## src/rtl/abs_value_pkg.sv

```systemverilog
// Shared constants and FSM state encoding for the absolute-value datapath.
package abs_value_pkg;

  localparam int unsigned DATA_WIDTH   = 71;
  localparam int unsigned RESULT_WIDTH = 2 * DATA_WIDTH;

  typedef enum logic [1:0] {
    IDLE = 2'd0,
    SQ_I = 2'd1,
    SQ_Q = 2'd2,
    DONE = 2'd3
  } state_t;

endpackage

```

## src/rtl/serial_squarer.sv

```systemverilog
// Shift-add squarer: presents one partial product per step, LSB of the multiplier first.
module serial_squarer #(
  parameter int unsigned WIDTH = 71
) (
  input  logic                 clock,
  input  logic                 resetN,
  input  logic                 load,
  input  logic                 step,
  input  logic                 clearAcc,
  input  logic [WIDTH-1:0]     operand,
  output logic [2*WIDTH-1:0]   addend_c,
  output logic                 last
);

  localparam int unsigned PROD_W = 2 * WIDTH;
  localparam int unsigned CNT_W  = (WIDTH > 1) ? $clog2(WIDTH) : 1;

  logic [PROD_W-1:0] mcand;
  logic [WIDTH-1:0]  mplr;
  logic [CNT_W-1:0]  cnt;

  // Load takes priority so the I-to-Q handover can reload on the final I step.
  always_ff @(posedge clock) begin
    if (!resetN) begin
      mcand <= '0;
      mplr  <= '0;
      cnt   <= '0;
    end else if (load) begin
      mcand <= PROD_W'(operand);
      mplr  <= operand;
      cnt   <= '0;
    end else if (clearAcc) begin
      mcand <= '0;
      mplr  <= '0;
      cnt   <= '0;
    end else if (step) begin
      mcand <= mcand << 1;
      mplr  <= mplr >> 1;
      cnt   <= cnt + CNT_W'(1);
    end
  end

  assign addend_c = mplr[0] ? mcand : '0;
  assign last     = (cnt == CNT_W'(WIDTH - 1));

endmodule

```

## src/rtl/mag_squared_cal.sv

```systemverilog
// Serial I^2 + Q^2 generator; one squarer reused for both operands, summed into one accumulator.
module mag_squared_cal #(
  parameter int unsigned DATA_WIDTH = abs_value_pkg::DATA_WIDTH
) (
  input  logic                          clock,
  input  logic                          resetN,
  input  logic                          inValid,
  output logic                          inReady,
  input  logic signed [DATA_WIDTH-1:0]  dataI,
  input  logic signed [DATA_WIDTH-1:0]  dataQ,
  output logic                          outValid,
  output logic [2*DATA_WIDTH-1:0]       dataOut
);

  import abs_value_pkg::*;

  localparam int unsigned OUT_W = 2 * DATA_WIDTH;

  state_t                  state;
  logic [OUT_W-1:0]        acc;
  logic [OUT_W-1:0]        acc_next_c;
  logic [DATA_WIDTH-1:0]   q_abs;
  logic [DATA_WIDTH-1:0]   abs_i_c;
  logic [DATA_WIDTH-1:0]   abs_q_c;
  logic [DATA_WIDTH-1:0]   operand_c;
  logic [OUT_W-1:0]        addend_c;
  logic                    last;
  logic                    transfer_c;
  logic                    load_c;
  logic                    step_c;

  // Magnitude of the most negative code wraps to itself, which is correct as unsigned.
  assign abs_i_c = dataI[DATA_WIDTH-1] ? DATA_WIDTH'($unsigned(-dataI)) : DATA_WIDTH'($unsigned(dataI));
  assign abs_q_c = dataQ[DATA_WIDTH-1] ? DATA_WIDTH'($unsigned(-dataQ)) : DATA_WIDTH'($unsigned(dataQ));

  assign inReady    = (state == IDLE);
  assign transfer_c = inValid && (state == IDLE);
  assign step_c     = (state == SQ_I) || (state == SQ_Q);
  assign load_c     = transfer_c || ((state == SQ_I) && last);
  assign operand_c  = (state == IDLE) ? abs_i_c : q_abs;
  assign acc_next_c = acc + addend_c;

  serial_squarer #(
    .WIDTH (DATA_WIDTH)
  ) u_squarer (
    .clock    (clock),
    .resetN   (resetN),
    .load     (load_c),
    .step     (step_c),
    .clearAcc (transfer_c),
    .operand  (operand_c),
    .addend_c (addend_c),
    .last     (last)
  );

  // Control FSM, accumulator and registered result.
  always_ff @(posedge clock) begin
    if (!resetN) begin
      state    <= IDLE;
      acc      <= '0;
      q_abs    <= '0;
      outValid <= 1'b0;
      dataOut  <= '0;
    end else begin
      outValid <= 1'b0;
      case (state)
        IDLE: begin
          if (inValid) begin
            q_abs <= abs_q_c;
            acc   <= '0;
            state <= SQ_I;
          end
        end
        SQ_I: begin
          acc <= acc_next_c;
          if (last) state <= SQ_Q;
        end
        SQ_Q: begin
          acc <= acc_next_c;
          if (last) begin
            state    <= DONE;
            outValid <= 1'b1;
            dataOut  <= acc_next_c;
          end
        end
        DONE: state <= IDLE;
        default: state <= IDLE;
      endcase
    end
  end

endmodule

```

## config.mk

```make
export PLATFORM = sky130hd
export DESIGN_NAME = mag_squared_cal
export DESIGN_NICKNAME = d
export VERILOG_FILES = /design/src/rtl/abs_value_pkg.sv /design/src/rtl/serial_squarer.sv /design/src/rtl/mag_squared_cal.sv
export SDC_FILE = /design/constraint.sdc
export NUM_CORES = 2
export LEC_CHECK = 0
export BUFFER_PORTS_ARGS = -buffer_cell sky130_fd_sc_hd__buf_4
export CORE_MARGIN = 2
export CORE_UTILIZATION = 60
export CTS_CLUSTER_DIAMETER = 50
export DETAILED_ROUTE_END_ITERATION = 8
export GPL_TIMING_DRIVEN = 0
export PLACE_DENSITY = 0.8
export SYNTH_ARGS = -nofsm -noshare
export SYNTH_HDL_FRONTEND = slang
export SYNTH_SLANG_ARGS = --single-unit
export TNS_END_PERCENT = 30
```

## constraint.sdc

```tcl
create_clock -name clock -period 7.7 [get_ports clock]
set_clock_uncertainty 0.05 [all_clocks]
set_input_delay 1.155 -clock clock [delete_from_list [all_inputs] [get_ports clock]]
set_output_delay 1.155 -clock clock [all_outputs]
set_load 0.01 [all_outputs]
```

======== After elaboration in Yosys (flattened, before gate mapping) ========
Cells that the tools add are included.
storage, ports and cells
  bits of input ports ..................... 145
  word-level logic and storage cells ...... 52
  register bits ........................... 578
  output and inout port bits .............. 144
operators by class
  mux-type cells .......................... 17
  bitwise gates (word level) .............. 1
  reductions and logical operators ........ 14
  $add $sub $neg .......................... 4
  equality and inequality tests ........... 7
operator list
  operator                                       count
  two-way mux 71 bit                             9
  two-way mux 142 bit                            2
  one-hot mux 142 bit (2 select lines)           1
  adder 142 bit                                  1
  negation 71 bit                                2
  one-hot mux 2 bit (4 select lines)             1
  AND reduction 2 bit                            4
  adder 7 x 1 -> 7 bit, second input constant    1
  == test 7 bit, second input constant           1
  two-way mux 2 bit                              3
  inequality test 2 bit, second input constant   3
  == test 2 bit, second input constant           2
  AND reduction 3 bit                            1
  nonzero test 3 bit                             1
  OR reduction 3 bit                             1
  == test 2 x 1 -> 1 bit, second input constant  1
  logical AND 1 bit                              2
  zero test 2 bit                                1
  logical OR 1 bit                               2
  nonzero test 2 bit                             1
  OR reduction 2 bit                             1
  two-way mux 1 bit                              1
  NOT 1 bit                                      1

======== Logic depth before layout (Yosys ltp) ========
  word-level depth ........................ 5
  mapped depth ............................ 17
  depth with buffers taken out ............ 15

======== Cells and area by module ========
From an unflattened synthesis, not the netlist that was laid out.
unflattened totals
  cells, all modules ...................... 4675
  area, all modules ....................... 35927.0 µm²
by module, submodules not included
  module           area each (µm²)  cells an instance  times used  seq. area each (µm²)
  mag_squared_cal  25600.8          3527               1           7166.9
  serial_squarer   10326.2          1148               1           4404.2

======== Least setup slack after synthesis ========
No wires, ideal clock.
  kind .................................... in2reg
  from .................................... in dataQ[3]
  to ...................................... reg q_abs[66]
  arrival ................................. 4.286 ns
  cell stages on the path ................. 10
  setup time .............................. 0.086 ns
  setup slack ............................. 3.279 ns
  required time ........................... 7.564 ns
  path buffers ............................ 0
  path through ............................ or3_4 or3b_4 or4_4 or4_4 or2_1 or4_4 or3_1 o21ai_1 xor2_1 a211oi_1
between the ends
  cells in the longest elaborated chain, start to end .. 2
RTL lines
  element               RTL line               text
  from (decl)           mag_squared_cal.sv:10  input logic signed [DATA_WIDTH-1:0] dataQ,
  negation 71 bit       mag_squared_cal.sv:34  assign abs_q_c = dataQ[DATA_WIDTH-1] ? DATA_WIDTH'($unsigned(-dataQ)) : DATA_WIDTH'($unsigned(dataQ));
  two-way mux 71 bit    mag_squared_cal.sv:34
  to (signal assigned)  mag_squared_cal.sv:69  q_abs <= abs_q_c;
  to (decl)             mag_squared_cal.sv:22  logic [DATA_WIDTH-1:0] q_abs;
Every way passes these cells.
A chain may end at the register's enable or synchronous reset.

======== Final worst setup path ========
  from .................................... reg u_squarer.mplr[0]
  to ...................................... reg dataOut[130]
between the ends
  cells in the longest elaborated chain, start to end .. 2
RTL lines
  element                 RTL line               text
  from (decl)             serial_squarer.sv:19   logic [WIDTH-1:0] mplr;
  from (signal assigned)  serial_squarer.sv:30   mplr <= operand;
  from (signal assigned)  serial_squarer.sv:38   mplr <= mplr >> 1;
  two-way mux 142 bit     serial_squarer.sv:43   assign addend_c = mplr[0] ? mcand : '0;
  adder 142 bit           mag_squared_cal.sv:41  assign acc_next_c = acc + addend_c;
  to (signal assigned)    mag_squared_cal.sv:83  dataOut <= acc_next_c;
  to (decl)               mag_squared_cal.sv:12  output logic [2*DATA_WIDTH-1:0] dataOut
Every way passes these cells.

==> parameters.txt <==
Parameter                              Value

CTS
  Insertion delay of the later-clocked pin in the worst-skew pair    0.63 ns
  Buffers from clock root to sink, at most    3
  Total clock buffers created by CTS    67
  Clock-pin transition on the worst setup and hold timing paths    0.06 ns
  Post-CTS sizing    0
  Post-CTS Hold Fix Bufs    0
  Sink Count    578
  TritonCTS clock tree    built
  Maximum level of the CTS H-tree    3
  Master cell of the clock root buffer    clkbuf_16
  Post-CTS Setup Inserts    0

STA
  Slew at the pin closest to its max-slew limit    1.495 ns
  Shortest period the worst path allows    6.750 ns
  Post-Route Hold Slack    0.4034 ns
  Highest Clock Rate    148.1 MHz
  Count of endpoints failing hold in the final timing report    0
  Max Transition Viols Final    0
  Setup-violating endpoint count in the final report    0
  Sum of negative setup slack    0 ns
  RSZ-0062 raised after global routing    false
  Worst slew margin relative to its limit    0.3279%
  Period utilisation layout    87.66%

Global routing
  Maximum number of pins on one net before global-route repair    15
  Met3 demand-to-capacity share in global routing    10.65%
  Most used routing layer in global routing    met2
  Met2 track demand over resource    63.23%
  Antenna violations before repair    4
  Grt ovf    0
  First-pass GRT wire length    199400 um
  Global Route met1 Usage    59.00%
  GRT Util Overall    42.69%
  Vias in the first global route    33970

Yosys
  Proportion of register bits with asynchronous set or reset after synthesis    0%
  Share of synthesized cell area in full adder, half adder and majority cells    5.319%
  Sequential area share after synthesis    32.88%
  Post-synth cell types    78
  Top cells by area, synth    dfxtp_1, a21oi_1, nor2_1
  Dominant synthesized flop cell    dfxtp_1
  Cell area after synthesis    35190 um2
  Multiplexer share of the synthesized area    5.980%
  Gate count after technology mapping    4601
  EDFF count, synth    0
  Library cell with the largest summed area after synthesis    dfxtp_1
  Most repeated cell in the gate-level netlist after synthesis    nor2_1
  Post-Synth Simple-Gate Area    21.25%
  FF+latch count, synth    578
  Top cell type's share of synthesized area    32.88%
  Largest family of logic cells by synthesized area    compound AO/OA/AOI/OAI gates
  Yosys warns    0
  Xor/xnor share of the synthesized area    6.694%
  Top cells by instance count after synthesis    nor2_1, a21oi_1, dfxtp_1
  Net count after synthesis    4895
  Mean area per synthesized cell    7.649 um2
  Compound-gate portion of the synthesized area    23.71%

Setup path
  Critical path's largest stage delay    0.99 ns
  CP Launch Type    register
  Reg2Reg Capture Point    dataOut[130]$_SDFFE_PN0P_
  Crit path required time    8.20 ns
  Cell with the largest stage delay on the worst path    clkbuf_1
  Critical Path Fanout Max    10
  Worst setup path category    reg -> reg
  Worst r2r src    u_squarer.mplr[0]$_SDFFE_PN0P_
  Setup slack, reg-to-reg    0.95 ns
  CP Data Arrival Time    7.25 ns
  Cell count of the worst reg-to-reg path    17
  Critical path endpoint category    register
  Cells traversed along the worst timing path    clkbuf_1, clkbuf_1, clkbuf_1, and2_1, ha_1, clkbuf_1, a21oi_1, o21ai_0, a21oi_1, o21ai_0, a2111oi_0, o2111ai_1, a21oi_1, o21ai_0, xor2_1, nand2_1, a21oi_1

Floorplanning
  Starting utilization of the core area    60.88%
  Chip height    246.2 um
  I/O pin count    289
  Core ar.    57810 um2
  Die area    60610 um2
  Number of core rows    88
  Horizontal die dimension    246.2 um

Job
  Total of max-cap violations    1

Finish
  Proportion of layout cells with a drive suffix above 1    9.013%
  Area added between synthesis and finish    15.09%
  # fillers    4797
  NumNets Final    5251
  Final non-filler cell area    40500 um2

Place
  Half-perimeter wire length after placement    104700 um
  Routability congestion estimate from global placement    1.070
  Port bufs    286
  Placed Instance Area    38310 um2

Route
  DRC violation count after routing    0
  Drt wl/cell    23.20 um
  Number of optimization iterations in the first detailed-route pass    6
  DRT iter0 DRCs    4012
  Vias per std cell    6.376
  Wire length reported by the detailed router    133900 um
  Post-detailed-route count of antenna-violating nets    0
  Via count of the routed design    36790

Pwr
  IR drop worst, VDD    0.0002266 V
  Pleak    15.94 nW
  Power per unit of standard cell area    260.5 nW/um2

Hold path
  Hold-critical path endpoint    q_abs[63]$_SDFFE_PN0P_
  Type of the most critical hold path    reg -> reg
  Instance count along the most critical hold path    2
  Startpoint of the most critical hold path    q_abs[63]$_SDFFE_PN0P_

Run status
  Outcome    finished with violations
  Failing checks    capacitance limit
==> worst max-delay path by stage <==
| stage | startpoint | slack (ns) | cells after the start | to |
|---|---|---|---|---|
| 3_5_place_dp | u_squarer.mplr[0]$_SDFFE_PN0P_ | 1.38 | 17 | acc[131]$_SDFFE_PN0P_ |
| 2_1_floorplan | dataQ[3] | 3.28 | 10 | q_abs[66]$_SDFFE_PN0P_ |
| 6_report | u_squarer.mplr[0]$_SDFFE_PN0P_ | 0.95 | 17 | dataOut[130]$_SDFFE_PN0P_ |
| 4_1_cts | u_squarer.mplr[0]$_SDFFE_PN0P_ | 1.33 | 17 | acc[131]$_SDFFE_PN0P_ |
| 3_3_place_gp | u_squarer.mplr[0]$_SDFFE_PN0P_ | 0.18 | 16 | acc[131]$_SDFFE_PN0P_ |
| 5_1_grt | u_squarer.mplr[0]$_SDFFE_PN0P_ | 0.92 | 17 | acc[131]$_SDFFE_PN0P_ |
==> layer usage <==
| metal | vias to the layer above | wire, um |
|---|---|---|
| li1 | 17020 | - |
| met1 | 17280 | 56500 |
| met2 | 2134 | 55450 |
| met3 | 354 | 15870 |
| met4 | 0 | 6065 |
| met5 | - | 0 |
==> metrics by stage <==
step	worst slack (ns)	util [%]	cells	total power [mW]
2_1_floorplan	3.279	-	4601	6.040
4_1_cts	1.328	70.06	5769	10.39
5_1_grt	0.9237	70.07	5770	10.91
3_3_place_gp	0.1839	66.25	5652	7.081
6_report	0.9500	70.07	5770	10.55
3_5_place_dp	1.376	66.27	5653	7.171
==> layout by cell type, fill, tap and decap left out, drive strengths merged, types with 43 or more instances in the layout <==
cell,instances
a211oi,72
dfxtp,578
buf,300
nand4,102
or3,46
inv,84
o21ai,342
and2,167
nor2,611
o21bai,43
nand3,67
ha,148
nand2,400
o31ai,57
xnor2,89
xor2,180
clkbuf,390
mux2i,208
nor3,48
a21oi,606
a21o,73
==> power by group <==
part	switching (mW)	total, mW	internal, mW
combinational	2.45	3.61	1.16
clock	1.38	3.23	1.85
sequential	0.292	3.72	3.43
total	4.12	10.6	6.44
==> state kept, by name, summed over array words and instances (netlist names) <==
signal           cells
u_squarer.mplr      71
acc                142
u_squarer.mcand    142
dataOut            142
q_abs               71
outValid             1
u_squarer.cnt        7
state                2
==> final cells by class <==
cell class                      count  area (um2)  share of cell area [%]
Sequential cell                   578       11570                   28.57
Tap cell                          765       957.2                   2.363
Buffer                            320        1206                   2.978
Timing Repair Buffer              287        2152                   5.313
Multi-Input combinational cell   3633       22160                   54.70
Inverter                           70       262.8                  0.6487
Antenna cell                        1       2.502                0.006178
Clock inverter                     33       369.1                  0.9113
Clock buffer                       83        1827                   4.510
==> worst max-delay path: cells and delay by family (launching register included) <==
family | cells | cell delay, ns
AO/OA/AOI/OAI | 9 | 3.40
buffers and inverters | 4 | 2.15
flip-flops | 1 | 0.31
AND/OR/NAND/NOR | 2 | 0.29
XOR/XNOR | 1 | 0.25
adder cells (fa/ha/maj) | 1 | 0.22
==> kinds of logic (layout without fill, tap and decap cells) <==
group	Yosys count	in the layout
flops	578	578
xor+xnor	269	269
simple gates	1600	1600
compound gates	1405	1405
mux	210	210
fa+ha+maj	149	149
other cells	0	1
buf+inv	390	793
(Power assumes the default switching activity.)
